===== src/rtl/voice_allocator.sv =====
// ---------------------------------------------------------------------------
// voice_allocator
//
// Polyphonic voice scheduler. Key events arrive over a valid/ready port.
// Each note-on is assigned to a free voice, and each note-off releases the
// voice holding that key. A released voice stays busy until its envelope fall
// has finished. Only then can it be reused.
//
// Ports
//   clk          clock
//   rst_n        asynchronous active-low reset
//   key_valid    event present
//   key_ready    event accepted when key_valid & key_ready
//   key_on       1 = note-on, 0 = note-off
//   key_code     key of the event
//   fall_time    envelope fall length in cycles, sampled at note-off / all_off
//   all_off      panic: release every held voice
//   voice_press  per-voice press line to the envelope bank
//   voice_key    per-voice key code, voice i at [i*KEY_W +: KEY_W]
//   voice_busy   voice is HELD or RELEASING
//   evt_alloc    one-cycle pulse: note-on allocated to evt_voice
//   evt_voice    voice index that goes with the event pulses / released voice
//   evt_drop     one-cycle pulse: note-on dropped
// ---------------------------------------------------------------------------
module voice_allocator #(
    parameter  int NUM_VOICES  = 4,
    parameter  int KEY_W       = 7,
    parameter  int RELEASE_PAD = 3,
    localparam int VIDX_W      = $clog2(NUM_VOICES)
) (
    input  logic                        clk,
    input  logic                        rst_n,
    input  logic                        key_valid,
    output logic                        key_ready,
    input  logic                        key_on,
    input  logic [KEY_W-1:0]            key_code,
    input  logic [11:0]                 fall_time,
    input  logic                        all_off,
    output logic [NUM_VOICES-1:0]       voice_press,
    output logic [NUM_VOICES*KEY_W-1:0] voice_key,
    output logic [NUM_VOICES-1:0]       voice_busy,
    output logic                        evt_alloc,
    output logic [VIDX_W-1:0]           evt_voice,
    output logic                        evt_drop
);

    typedef enum logic {
        IDLE,
        EXEC
    } fsm_t;

    typedef enum logic [1:0] {
        FREE,
        HELD,
        RELEASING
    } vstate_t;

    localparam logic [12:0] PAD13 = 13'(RELEASE_PAD);

    fsm_t              state;
    vstate_t           vstate  [NUM_VOICES];
    logic [12:0]       rel_cnt [NUM_VOICES];
    logic [KEY_W-1:0]  vkey    [NUM_VOICES];

    logic              cap_on;
    logic [KEY_W-1:0]  cap_code;
    logic [11:0]       cap_fall;

    logic              free_any;
    logic [VIDX_W-1:0] free_idx;
    logic              held_any;
    logic [VIDX_W-1:0] held_idx;
    logic              exec;
    logic              do_alloc;
    logic              do_drop;
    logic              do_off;
    logic [12:0]       load_now;
    logic [12:0]       load_cap;

    // Decisions are based on the registered voice state, so a voice that
    // frees on the EXEC->IDLE edge is not a candidate for that event. The
    // loops scan downward so that the lowest matching index wins.
    always_comb begin
        free_any = 1'b0;
        free_idx = '0;
        held_any = 1'b0;
        held_idx = '0;
        for (int i = NUM_VOICES - 1; i >= 0; i--) begin
            if (vstate[i] == FREE) begin
                free_any = 1'b1;
                free_idx = VIDX_W'(i);
            end
            if (vstate[i] == HELD && vkey[i] == cap_code) begin
                held_any = 1'b1;
                held_idx = VIDX_W'(i);
            end
        end
        exec     = (state == EXEC);
        // all_off takes priority: it drops a pending note-on and cancels a
        // pending note-off, because it releases every held voice anyway.
        do_alloc = exec && cap_on && !all_off && !held_any && free_any;
        do_drop  = exec && cap_on && (all_off || (!held_any && !free_any));
        do_off   = exec && !cap_on && !all_off && held_any;
        load_now = {1'b0, fall_time} + PAD13;
        load_cap = {1'b0, cap_fall} + PAD13;
    end

    // Control FSM. It accepts an event in IDLE and applies it in EXEC.
    // key_ready is registered, so it stays low in the first cycle after reset.
    always_ff @(posedge clk or negedge rst_n) begin
        if (!rst_n) begin
            state     <= IDLE;
            key_ready <= 1'b0;
            cap_on    <= 1'b0;
            cap_code  <= '0;
            cap_fall  <= '0;
            evt_alloc <= 1'b0;
            evt_drop  <= 1'b0;
            evt_voice <= '0;
        end else begin
            evt_alloc <= do_alloc;
            evt_drop  <= do_drop;
            if (do_alloc) begin
                evt_voice <= free_idx;
            end else if (do_off) begin
                evt_voice <= held_idx;
            end
            case (state)
                IDLE: begin
                    if (key_valid && key_ready) begin
                        cap_on    <= key_on;
                        cap_code  <= key_code;
                        cap_fall  <= fall_time;
                        state     <= EXEC;
                        key_ready <= 1'b0;
                    end else begin
                        key_ready <= 1'b1;
                    end
                end
                EXEC: begin
                    state     <= IDLE;
                    key_ready <= 1'b1;
                end
                default: begin
                    state     <= IDLE;
                    key_ready <= 1'b0;
                end
            endcase
        end
    end

    // Per-voice state and release counters. A releasing voice frees on the
    // edge where its count is 1, so a load of N keeps it busy for N cycles.
    always_ff @(posedge clk or negedge rst_n) begin
        if (!rst_n) begin
            for (int i = 0; i < NUM_VOICES; i++) begin
                vstate[i]  <= FREE;
                rel_cnt[i] <= '0;
                vkey[i]    <= '0;
            end
        end else begin
            for (int i = 0; i < NUM_VOICES; i++) begin
                case (vstate[i])
                    FREE: begin
                        if (do_alloc && free_idx == VIDX_W'(i)) begin
                            vstate[i] <= HELD;
                            vkey[i]   <= cap_code;
                        end
                    end
                    HELD: begin
                        if (all_off) begin
                            vstate[i]  <= RELEASING;
                            rel_cnt[i] <= load_now;
                        end else if (do_off && held_idx == VIDX_W'(i)) begin
                            vstate[i]  <= RELEASING;
                            rel_cnt[i] <= load_cap;
                        end
                    end
                    RELEASING: begin
                        rel_cnt[i] <= rel_cnt[i] - 13'd1;
                        if (rel_cnt[i] <= 13'd1) begin
                            vstate[i] <= FREE;
                        end
                    end
                    default: begin
                        vstate[i] <= FREE;
                    end
                endcase
            end
        end
    end

    always_comb begin
        voice_press = '0;
        voice_busy  = '0;
        voice_key   = '0;
        for (int i = 0; i < NUM_VOICES; i++) begin
            voice_press[i]              = (vstate[i] == HELD);
            voice_busy[i]               = (vstate[i] != FREE);
            voice_key[i*KEY_W +: KEY_W] = vkey[i];
        end
    end

endmodule


===== config.mk =====
export PLATFORM = sky130hd
export DESIGN_NAME = voice_allocator
export DESIGN_NICKNAME = d
export VERILOG_FILES = /design/src/rtl/voice_allocator.sv
export SDC_FILE = /design/constraint.sdc
export NUM_CORES = 1
export LEC_CHECK = 0
export ABC_AREA = 1
export BUFFER_PORTS_ARGS = -buffer_cell sky130_fd_sc_hd__buf_2
export CAP_MARGIN = 20
export CORE_MARGIN = 2
export CORE_UTILIZATION = 35
export DETAILED_ROUTE_END_ITERATION = 10
export GPL_TIMING_DRIVEN = 0
export SLEW_MARGIN = 20
export SYNTH_ARGS = -nofsm -noshare
export SYNTH_HDL_FRONTEND = slang
export SYNTH_SLANG_ARGS = --single-unit

===== constraint.sdc =====
create_clock -name clk -period 2.3 [get_ports clk]
set_clock_uncertainty 0.05 [all_clocks]
set_input_delay 0.69 -clock clk [delete_from_list [all_inputs] [get_ports clk]]
set_output_delay 0.69 -clock clk [all_outputs]
set_load 0.01 [all_outputs]

==> reports/metrics.csv <==
stage;metric;value;unit
run_status;outcome;finished, final reports clean;
yosys;area leader, netlist;dfrtp_1;
yosys;Post-synth top flop;dfrtp_1;
placed_design;# port buffers;64;
yosys;Syn Nets;1135;
floorplan;die area;22400;µm²
drt;Post-DRT Antenna Nets;0;
sta;RSZ-0062 raised after global routing;yes;
drt;drt wl/cell;14.4;µm
flow_run;maxcap violations;0;
drt;First DRT Iteration DRCs;535;
drt;via count;7185;
floorplan;Starting Density;0.355;
yosys;register area share after synthesis;0.384;
finish;fill count;2250;
worst_setup_path;crit path max fanout;5;
yosys;synthesized flop and latch total;114;
worst_setup_path;Worst path slowest cell;dfrtp_1;
pwr;VDD IR max;0.000625;V
yosys;Post-Synthesis Cells;1088;
floorplan;# IOs;65;
clock_tree;hold-fix buffer count after cts;0;
placed_design;hpwl dp;15.6;mm
finish;diode count;0;
yosys;ys async rst share;1.00;
pwr;NetSw;5.44;mW
worst_setup_path;CP bufs+invs;3;
yosys;Yosys warning total;0;
pwr;combinational share of power;0.481;
worst_setup_path;Setup crit start kind;flip-flop;
placed_design;Setup WS pre-CTS;-0.820;ns
sta;Final WS setup;0.0585;ns
finish;area of the multi-input gates;4020;µm²
pwr;leak pwr;4.48;nW
global_routing;Total Routing Usage GR;0.194;
pwr;Reg power frac;0.300;
pwr;power per standard cell area;1310;nW/µm²
drt;drt drc;0;
global_routing;first-pass GRT wire length;34.0;mm
drt;vias per std cell;4.89;
worst_setup_path;most frequent CP cell;inv_1;
worst_setup_path;kind of critical path;flip-flop to output pin;
clock_tree;total clock sinks;114;
pwr;Internal;6.38;mW
sta;Tmin final;2.24;ns
finish;P&R area growth vs syn;21.3;%
drt;total wire length;21.1;mm
yosys;Yosys top cell area share;0.384;
worst_setup_path;CP required;1.56;ns
worst_setup_path;reg2reg setup slack;0.11;ns
clock_tree;CTS root buf;clkbuf_16;
yosys;EDFF count, synth;0;
pwr;Pwr Total;11.8;mW
finish;most frequent cells in the layout;nand2_1, inv_1, dfrtp_1, o21ai_0, nor2_1;
finish;final core utilization;0.430;
sta;# setup viols final;0;
global_routing;gr ovfl total;0;
global_routing;largest net degree at the start of global routing;66;
worst_setup_path;Cell Chain, Critical Path;inv_1, ha_2, inv_1, buf_2;
worst_setup_path;Worst setup EP type;output pin;
pwr;switch share;0.460;
hold_path;Worst Hold Class;input pin to async pin;
finish;most common cell after layout, fill and taps aside;nand2_1;
worst_setup_path;critical path's top delay family;buffers and inverters;
global_routing;vias in the first global route;6532;
yosys;Mean Syn Cell Area;6.83;µm²
global_routing;initial antenna violation count;0;
floorplan;Die X;150;µm
worst_setup_path;CP peak stage delay;0.40;ns
floorplan;row count;53;
floorplan;Core Area;21000;µm²
yosys;Area contributors post-synth;dfrtp_1, nand2_1, o21ai_0, inv_1, nand3_1;
yosys;Synth cell types;40;
placed_design;GPL Wtd Cong;0.882;
floorplan;Die Span Y;150;µm
clock_tree;CTS max path bufs;2;
clock_tree;CTS Buf Count;17;
clock_tree;CTS tree;built;
finish;layout net count;1228;
worst_setup_path;Arr. time, crit path;1.50;ns
sta;Slew Viols, Final;0;
yosys;Post-Syn Area;7430;µm²
sta;Slew Limit Headroom;0.467;
worst_setup_path;beginning of the critical path;vstate[6]$_DFFE_PN0P_;
sta;Tightest Pin Transition;0.790;ns
sta;Hold Fails Final Rpt;0;
worst_setup_path;reg2reg start;vstate[7]$_DFFE_PN0P_;
sta;Final period util;0.975;
clock_tree;Worst-path clk slew;0.06;ns
finish;share of cells above drive strength 1;0.166;
clock_tree;H-tree depth;4;
clock_tree;Clock Latency Late Sink;0.43;ns
drt;DRT Pass-1 Iters;5;
pwr;Clk network pwr share;0.219;
sta;fmax;446;MHz
finish;storage element area;2860;µm²
==> layer usage <==
layer  global-route usage  up-vias  share of wire
met1                0.280     3368           0.50
met2                0.300      128           0.45
met4               0.0528        0          0.013
met5                    0        -              0
li1                     -     3671              -
met3               0.0332       18          0.034
==> repair_timing <==
action	in CTS	in global routing
buffers inserted	0	8
endpoints found under the setup margin	22	87
cloned	0	1
pin swaps	0	6
resized for setup	9	58
==> stage by stage <==
step                      cell area [µm²]  instances  setup TNS [ns]  hold WS (ns)
after detailed placement             8130       1428          -22.92         0.417
after CTS                            8750       1460          -0.278         0.167
after global placement               8100       1427         -141.67         0.411
final                                9020       1469               0         0.150
after floorplan                      7430       1088               0         0.344
after global routing                 9020       1469           -1.35         0.181
==> final timing paths <==
kind / endpoint / cells after the start
min: cap_code[3]$_DFFE_PN0P_ / 1
max in group asynchronous: rel_cnt[36]$_DFFE_PN0P_ / 2
min in group clk: cap_fall[3]$_DFFE_PN0P_ / 3
max: voice_busy[0] / 4
min reg2reg: evt_voice[1]$_DFFE_PN0P_ / 2
max reg2reg: voice_key[26]$_DFFE_PN0P_ / 14
==> cell usage after synthesis (2+ instances only) <==
cell and count:
inv_1 145, nand4_1 14, nor2_2 3, nand3b_1 2, a31oi_1 4, nor4_1 3
nand3_2 2, nor2_4 3, xor2_1 11, nor2_1 84, nand2_4 2, buf_2 9
a21oi_1 26, nor3_1 12, nand2_1 359, ha_1 23, nand3_1 65, inv_2 8
a21boi_0 2, o211ai_1 11, o31ai_1 3, clkbuf_1 13, buf_6 4, o21ai_1 8
o21ai_0 114, o21ai_2 13, nand2_2 8, dfrtp_1 114, xnor2_1 6, o22ai_1 4
buf_4 4
==> worst register-to-register path, cell delays in order, from the launching register on <==
cell and delay (ns):
dfrtp_1 0.40, inv_1 0.09, ha_2 0.23, inv_1 0.07
a21oi_1 0.12, nand2_1 0.06, nor2_1 0.14, nand2_2 0.12
nand2_2 0.11, nor2_4 0.05, nand3_1 0.19, clkbuf_4 0.25
nand2_1 0.06, o21ai_0 0.07, inv_1 0.06
==> sequential cells by signal, summed over array words and instances, names as in the netlist <==
register   count
evt_drop       1
cap_code       7
rel_cnt       52
exec           1
evt_voice      2
vstate         8
cap_on         1
evt_alloc      1
key_ready      1
cap_fall      12
voice_key     28
==> logic make-up after synthesis <==
| logic type | share of synthesized area |
|---|---|
| buffers and inverters | 0.101 |
| xor gates and xnor gates | 0.0200 |
| DFF | 0.384 |
| AOI/OAI and AO/OA | 0.143 |
| and+or+nand+nor | 0.313 |
| adders and majority gates | 0.0387 |
==> area by class of cell <==
cell class                      instances  share of cell area
Multi-Input combinational cell        789               0.445
Sequential cell                       114               0.317
Inverter                              154              0.0658
Timing Repair Buffer                   74              0.0479
Clock buffer                           17              0.0472
Tap cell                              275              0.0382
Buffer                                 31              0.0221
Clock inverter                         15              0.0165
==> power groups by stage <==
stage | sequential (mW) | combinational, mW | clock (mW)
2_1_floorplan | 3.45 | 3.82 | 0
3_3_place_gp | 3.53 | 5.28 | 0
3_5_place_dp | 3.53 | 5.37 | 0
4_1_cts | 3.51 | 5.40 | 2.64
5_1_grt | 3.67 | 6.47 | 2.73
6_report | 3.55 | 5.69 | 2.59
No activity file was read; power rests on OpenSTA's default activity.
